--- config.mk ---
export PLATFORM = sky130hd
export DESIGN_NAME = ps2_rx_fifo
export DESIGN_NICKNAME = d
export VERILOG_FILES = /design/src/rtl/ps2_pkg.sv /design/src/rtl/ps2_byte_fifo.sv /design/src/rtl/ps2_rx_fifo.sv
export SDC_FILE = /design/constraint.sdc
export NUM_CORES = 1
export LEC_CHECK = 0
export CAP_MARGIN = 20
export CELL_PAD_IN_SITES_DETAIL_PLACEMENT = 0
export CELL_PAD_IN_SITES_GLOBAL_PLACEMENT = 2
export CORE_ASPECT_RATIO = 0.7
export CORE_UTILIZATION = 45
export CTS_CLUSTER_SIZE = 40
export DETAILED_ROUTE_END_ITERATION = 6
export DONT_BUFFER_PORTS = 1
export PLACE_DENSITY_LB_ADDON = 0.1
export SKIP_LAST_GASP = 1
export SLEW_MARGIN = 25
export SYNTH_ARGS = -nofsm -noshare
export SYNTH_HDL_FRONTEND = slang
export SYNTH_SLANG_ARGS = --single-unit
--- constraint.sdc ---
create_clock -name clk -period 8.71 [get_ports clk]
set_clock_uncertainty 0.15 [all_clocks]
set_input_delay 1.742 -clock clk [delete_from_list [all_inputs] [get_ports clk]]
set_output_delay 1.742 -clock clk [all_outputs]
set_load 0.03 [all_outputs]
--- src/rtl/ps2_pkg.sv ---
// ps2_pkg: shared PS/2 receiver constants and frame FSM state encoding
package ps2_pkg;
  localparam int DATA_BITS  = 8;
  localparam int FRAME_BITS = 11;
  typedef enum logic [1:0] {IDLE, DATA, PARITY, STOP} state_e;
endpackage

--- src/rtl/ps2_byte_fifo.sv ---
// ps2_byte_fifo: first-word fall-through byte FIFO with occupancy count
module ps2_byte_fifo #(
  parameter int DEPTH = 8
) (
  input  logic                       clk,
  input  logic                       resetn,
  input  logic                       push_i,
  input  logic                       pop_i,
  input  logic [7:0]                 wdata_i,
  output logic [7:0]                 rdata_o,
  output logic                       full_o,
  output logic                       empty_o,
  output logic [$clog2(DEPTH+1)-1:0] level_o
);
  localparam int AW = $clog2(DEPTH);
  localparam int LW = $clog2(DEPTH+1);
  logic [7:0]    mem_q [DEPTH];
  logic [AW-1:0] wr_q, rd_q;
  logic [LW-1:0] cnt_q;
  logic          do_push, do_pop;
  assign empty_o = cnt_q == '0;
  assign full_o  = cnt_q == LW'(DEPTH);
  assign level_o = cnt_q;
  assign do_pop  = pop_i & ~empty_o;
  // a pop in the same cycle frees the slot a full-FIFO push needs
  assign do_push = push_i & (~full_o | do_pop);
  assign rdata_o = empty_o ? 8'h00 : mem_q[rd_q];
  always_ff @(posedge clk)
    if (do_push) mem_q[wr_q] <= wdata_i;
  always_ff @(posedge clk) begin
    if (!resetn) begin
      wr_q  <= '0;
      rd_q  <= '0;
      cnt_q <= '0;
    end else begin
      if (do_push) wr_q <= wr_q + 1'b1;
      if (do_pop) rd_q <= rd_q + 1'b1;
      cnt_q <= cnt_q + LW'(do_push) - LW'(do_pop);
    end
  end
endmodule

--- src/rtl/ps2_rx_fifo.sv ---
// ps2_rx_fifo: PS/2 device-to-host frame receiver with glitch filtering,
// timeout abort, sticky error flags and a byte FIFO.
module ps2_rx_fifo
  import ps2_pkg::*;
#(
  parameter int FIFO_DEPTH     = 8,
  parameter int FILTER_LEN     = 4,
  parameter int TIMEOUT_CYCLES = 50000
) (
  input  logic                            clk,
  input  logic                            resetn,
  input  logic                            ps2_clk,
  input  logic                            ps2_data,
  input  logic                            enable,
  input  logic                            rd_en,
  input  logic                            clr_err,
  output logic [7:0]                      rd_data,
  output logic                            rd_valid,
  output logic [$clog2(FIFO_DEPTH+1)-1:0] level,
  output logic                            overflow,
  output logic                            parity_err,
  output logic                            frame_err
);
  localparam int FW = $clog2(FILTER_LEN+1);
  localparam int TW = $clog2(TIMEOUT_CYCLES+1);
  localparam int BW = $clog2(DATA_BITS);
  logic [1:0]           line, s1_q, s2_q, filt_q;
  logic [FW-1:0]        cnt_q [2];
  logic                 clk_prev_q, fall, bit_in;
  state_e               state_q;
  logic [BW-1:0]        bit_cnt_q;
  logic [DATA_BITS-1:0] shift_q;
  logic                 par_q, par_ok, stop_edge, start_bad, timeout, push, full, empty;
  logic [TW-1:0]        to_q;
  logic                 overflow_q, parity_err_q, frame_err_q;
  assign line = {ps2_data, ps2_clk};
  // index 0 is the clock line, index 1 the data line; both idle high
  for (genvar i = 0; i < 2; i++) begin : g_filt
    always_ff @(posedge clk) begin
      if (!resetn) begin
        s1_q[i]   <= 1'b1;
        s2_q[i]   <= 1'b1;
        filt_q[i] <= 1'b1;
        cnt_q[i]  <= '0;
      end else begin
        s1_q[i] <= line[i];
        s2_q[i] <= s1_q[i];
        if (s2_q[i] == filt_q[i]) cnt_q[i] <= '0;
        else if (cnt_q[i] == FW'(FILTER_LEN-1)) begin
          filt_q[i] <= s2_q[i];
          cnt_q[i]  <= '0;
        end else cnt_q[i] <= cnt_q[i] + 1'b1;
      end
    end
  end
  assign fall      = clk_prev_q & ~filt_q[0];
  assign bit_in    = filt_q[1];
  assign par_ok    = ^{shift_q, par_q};
  assign stop_edge = enable & (state_q == STOP) & fall;
  assign start_bad = enable & (state_q == IDLE) & fall & bit_in;
  assign timeout   = enable & (state_q != IDLE) & ~fall & (to_q == TW'(TIMEOUT_CYCLES-1));
  assign push      = stop_edge & bit_in & par_ok;
  always_ff @(posedge clk) begin
    if (!resetn) begin
      clk_prev_q   <= 1'b1;
      state_q      <= IDLE;
      bit_cnt_q    <= '0;
      shift_q      <= '0;
      par_q        <= 1'b0;
      to_q         <= '0;
      overflow_q   <= 1'b0;
      parity_err_q <= 1'b0;
      frame_err_q  <= 1'b0;
    end else begin
      clk_prev_q   <= filt_q[0];
      overflow_q   <= (overflow_q & ~clr_err) | (push & full & ~rd_en);
      parity_err_q <= (parity_err_q & ~clr_err) | (stop_edge & ~par_ok);
      frame_err_q  <= (frame_err_q & ~clr_err) | start_bad | (stop_edge & ~bit_in) | timeout;
      to_q         <= (state_q == IDLE || fall) ? '0 : to_q + 1'b1;
      if (!enable || timeout) state_q <= IDLE;
      else if (fall)
        case (state_q)
          IDLE: if (!bit_in) begin
            state_q   <= DATA;
            bit_cnt_q <= '0;
          end
          DATA: begin
            shift_q   <= {bit_in, shift_q[DATA_BITS-1:1]};
            bit_cnt_q <= bit_cnt_q + 1'b1;
            if (bit_cnt_q == BW'(DATA_BITS-1)) state_q <= PARITY;
          end
          PARITY: begin
            par_q   <= bit_in;
            state_q <= STOP;
          end
          default: state_q <= IDLE;
        endcase
    end
  end
  ps2_byte_fifo #(.DEPTH(FIFO_DEPTH)) u_fifo (
    .clk     (clk),
    .resetn  (resetn),
    .push_i  (push),
    .pop_i   (rd_en),
    .wdata_i (shift_q),
    .rdata_o (rd_data),
    .full_o  (full),
    .empty_o (empty),
    .level_o (level)
  );
  assign rd_valid   = ~empty;
  assign overflow   = overflow_q;
  assign parity_err = parity_err_q;
  assign frame_err  = frame_err_q;
endmodule

== Yosys cells after proc, flatten, opt, wreduce, memory -nomap -nowiden ==
Memory sizes are Yosys's and may differ from the RTL's. A register that Yosys moved wholly into a read port is not among the register bits.
Cells that the tools add are included.
Word-level totals
  word-level logic and storage cells: 139
  bits in read-only memories: 0
  output and inout bits: 16
  memories: 2
  latch bits: 0
  bits of input ports: 7
  bits in registers: 50
  bits in writable memories: 70
Cells by class
  divide/modulo/power cells: 0
  multiplexer cells: 39
  bitwise operators: 44
  reduce and logical (&&, ||, !) cells: 16
  equality and inequality tests: 12
  multiply operators: 0
  order comparisons: 0
  shifts and indexed selects: 0
  add/sub/neg operators: 8
Memory list
  u_fifo.mem_q: depth 8, bits a word 8, rd ports 1, clocked after Yosys merged registers in 1, wr ports 1, line ps2_byte_fifo.sv:17  | logic [7:0] mem_q [DEPTH];
  cnt_q: depth 2, bits a word 3, rd ports 2, clocked after Yosys merged registers in 0, wr ports 2, line ps2_rx_fifo.sv:28  | logic [FW-1:0] cnt_q [2];
Operator list (number)
  2-to-1 mux 3 bit: 9
  2-to-1 mux 1 bit: 25
  AND 1 bit: 20
  adder 16 x 1 -> 16 bit (second input constant): 1
  == test 16 bit (second input constant): 1
  adder 3 x 1 -> 3 bit (second input constant): 5
  NOT 1 bit: 12
  bitwise OR 1 bit: 12
  AND reduction 3 bit: 3
  XOR reduction 9 bit: 1
  2-to-1 mux 8 bit: 1
  == test 3 x 2 -> 1 bit (second input constant): 2
  case mux 2 bit (3 select lines): 1
  case mux 3 bit (2 select lines): 1
  adder 4 x 1 -> 4 bit: 1
  == test 2 bit (second input constant): 2
  == test 4 bit (second input constant): 1
  zero test 4 bit: 1
  2-to-1 mux 2 bit: 2
  inequality test 2 bit (second input constant): 2
  AND reduction 2 bit: 2
  AND reduction 4 bit: 1
  nonzero test 2 bit: 2
  OR reduction 2 bit: 2
  7 further kinds: 9

== Longest topological paths before layout ==
  depth in word-level cells: 8
  gate-level depth with buffers: 14
  gate-level depth less buffers: 13

== By module ==
From an unflattened synthesis, not the netlist that was laid out.
Unflattened totals
  cell total of the unflattened synthesis: 408
  area, all modules: 5245.0 um2
Modules (own cells, without submodules)
  ps2_byte_fifo: seq. area each 2182.1 um2, cells each 181, times used 1, area each 3154.3 um2
  ps2_rx_fifo: seq. area each 980.9 um2, cells each 227, times used 1, area each 2090.8 um2

== Least setup slack after synthesis ==
OpenSTA, ideal clock, no wires.
  path type: in2reg
  start: in enable
  end: mem u_fifo.mem_q[0][0] (enable)
  slack: 4937 ps
  library setup time: 395 ps
  stages: 5
  data required time: 8165 ps
  buffers on the path: 1
  data arrival time: 3229 ps
  path through: and2_1 clkbuf_1 o2111a_1 nand2_1 nor4_1
On the way
  cells in the longest elaborated chain, start to end: 7
RTL lines
  from (decl): line ps2_rx_fifo.sv:14  | input logic enable,
  AND 1 bit (2 in series): line ps2_rx_fifo.sv:59  | assign stop_edge = enable & (state_q == STOP) & fall;
  AND 1 bit (2 in series): line ps2_rx_fifo.sv:62  | assign push = stop_edge & bit_in & par_ok;
  AND 1 bit: line ps2_byte_fifo.sv:26  | assign do_push = push_i & (~full_o | do_pop);
  2-to-1 mux 1 bit: line ps2_byte_fifo.sv:29  | if (do_push) mem_q[wr_q] <= wdata_i;
  2-to-1 mux 1 bit (not written as such): line ps2_byte_fifo.sv:29
  to (decl): line ps2_byte_fifo.sv:17
Every way passes these cells.

==> out/results.ini <==
[status]
status=finished, final reports clean

[clock_tree]
clkTransAtPathRegs_ns=0.05
cts.path.max_buffers=2
cts_hold_buf=0
clock-sinks=123
htreeDepth=4
clk_latency_ns=0.41
cts_tree=yes
postCtsSetupBuffers=0
cts-root-buf=clkbuf_16
cts_buffers=17
cts_resized=0

[worst_hold_path]
worstHoldStart=s1_q[0]
hold_class=reg2reg

[setup_path]
reg2reg_from=shift_q[2]
cpPeakStageDelay_ns=0.69
worstSetupPathType=reg2out
worstPathMaxFanout=16
endpoint_kind=output port
cp-start-kind=flip-flop
worst_ep_arrival_time_ns=2.15
critPathSlowestCell=dfxtp_2
cp.buffers_inverters=0
cp_data_required_time_ns=6.82
path_cells=mux4_2 -> mux2i_1 -> nor2_1
cp_top_family=multiplexers
reg2reg_slack_ns=5.50

[sta]
slew_violations=0
max_freq_ghz=0.2472
timing.final.crit_share=0.4644
finalHoldViolations=0
fin_tns_setup_ns=0
rsz0062_at_grt=false
setup_viol=0
worst_pin_slew_ns=0.9314
slew_headroom=0.3768
fin_crit_ns=4.045

[layout]
final_util=0.5374
layoutNonFillerInstCount=585
seq_area_um2=3164
final_common_cell=edfxtp_1
antenna_cells=0
drive_above_1_share=0.1296
final_cell_mix=edfxtp_1, dfxtp_1, nor2_1
multi_input_area_um2=1871
fillers=949
fin_nets=446
area_growth_pct=15.67

[drt]
vias=2984
routed_wl_mm=9.670
drc=0
wl_per_cell_um=16.53
drt_iter0_drc=176
drtAntennaViolNets=0
drt_pass1_iterations=4
vias_per_cell=5.101

[die]
die_h_um=91.37
rows=32
ios=23
dieArea_um2=11850
start_util=0.4646
die_w_um=129.7
core_area_um2=11050

[yosys]
ys_seq_area_frac=0.6161
yosys_warnings=0
syn_area_um2=5134
synthesis.instances=405
ys.flop_type=edfxtp_1
synth_cell_types=44
yosys-top-cells-area=edfxtp_1, dfxtp_1, mux4_2
synth_enable_flop_cells=70
synth_area_leader_cell=edfxtp_1
syn_avg_cell_area_um2=12.68
synth_top_area_frac=0.4095
synthArstFlopShare=0
ys_ff_latch=123

[pwr]
power.density_nw_per_um2=281.6
ir_drop_mv=0.1559
leakagePower_nw=2.113

[global_route]
track_usage=0.1853
grt_start_max_net_pins=21
antenna_found_initial=0
first_global_vias=2891
grt_first_pass_wirelength_mm=15.76
grt.overflow.total=0

[placement]
hpwl_mm=6.499
portBuffers=0
dp.cells=553
gp_congestion=0.7303

[flow_run]
max_cap_viol_count=0

[metal layers]
metal	share of wire	routed length (µm)	global-route usage	vias up
li1	-	-	-	1469
met3	0.043	419	0.06423	6
met4	0.0036	35	0.06105	0
met1	0.53	5147	0.2734	1455
met5	0	0	0	-
met2	0.42	4068	0.2504	54
[synthesized netlist by cell type, types with 4 or more instances]
master and n:
a21oi_1 19, clkbuf_1 8, dfxtp_1 53, edfxtp_1 70
ha_1 19, inv_1 21, mux2i_1 11, mux4_2 16
nand2_1 35, nand2b_1 8, nand3_1 15, nand4_1 4
nor2_1 48, nor3_1 4, o21ai_0 7, or3_1 5
xnor2_1 13, xor2_1 13
[power by group]
group	switching (mW)	leakage, nW	internal, mW
clock	0.245	0.288	0.475
combinational	0.174	0.693	0.0940
sequential	0.0567	1.13	0.627
total	0.476	2.11	1.20
[worst paths after layout]
| check | endpoint | depth (start not counted) |
|---|---|---|
| max | rd_data[1] | 3 |
| min reg2reg | s2_q[0] | 1 |
| max reg2reg | u_fifo.mem_q[3][3] | 5 |
| min | s2_q[0] | 1 |
[cell type report]
| class | count | share of cell area |
|---|---|---|
| inverter | 22 | 0.01391 |
| tap | 153 | 0.03224 |
| clock buffer | 19 | 0.07290 |
| sequential | 123 | 0.5329 |
| timing repair buffer | 3 | 0.003793 |
| clock inverter | 13 | 0.02929 |
| multi-input combinational | 252 | 0.3150 |
[state kept, by name, indices dropped and copies added (netlist names), 2 cells and up, named ones only]
register and flops:
bit_cnt_q 3, cnt_q 6, s1_q 2, s2_q 2, shift_q 8, state_q 2, to_q 16, u_fifo.level_o 4
u_fifo.mem_q 64, u_fifo.rd_q 3, u_fifo.wr_q 3
[cells by family after synthesis]
logic type / after synthesis / share of synthesized area
and+or+nand+nor: 138 / 0.1272
DFF: 123 / 0.6161
buffers and inverters: 35 / 0.02608
AOI/OAI and AO/OA: 34 / 0.03900
xor gates and xnor gates: 27 / 0.04899
muxes: 27 / 0.09164
adders and majority gates: 20 / 0.05021
other: 1 / 0.0007305
[per-stage QoR]
| stage | hold slack [ns] | total power, mW | setup slack (ns) | instance area [µm²] |
|---|---|---|---|---|
| after detailed placement | 0.2476 | 0.9681 | 4.698 | 5325 |
| after floorplan | 0.2363 | 0.9285 | 4.937 | 5152 |
| after global placement | 0.2412 | 0.9646 | 4.706 | 5320 |
| after global routing | 0.3039 | 1.751 | 4.520 | 5938 |
| final | 0.2561 | 1.672 | 4.665 | 5938 |
| after CTS | 0.2633 | 1.693 | 4.229 | 5932 |
[worst register-to-register path, delay by kind of cell (launching register included)]
kind	cells	cell delay [ns]
XOR/XNOR	3	1.10
flip-flops	1	0.57
AND/OR/NAND/NOR	2	1.01
No activity file was read; power rests on OpenSTA's default activity.
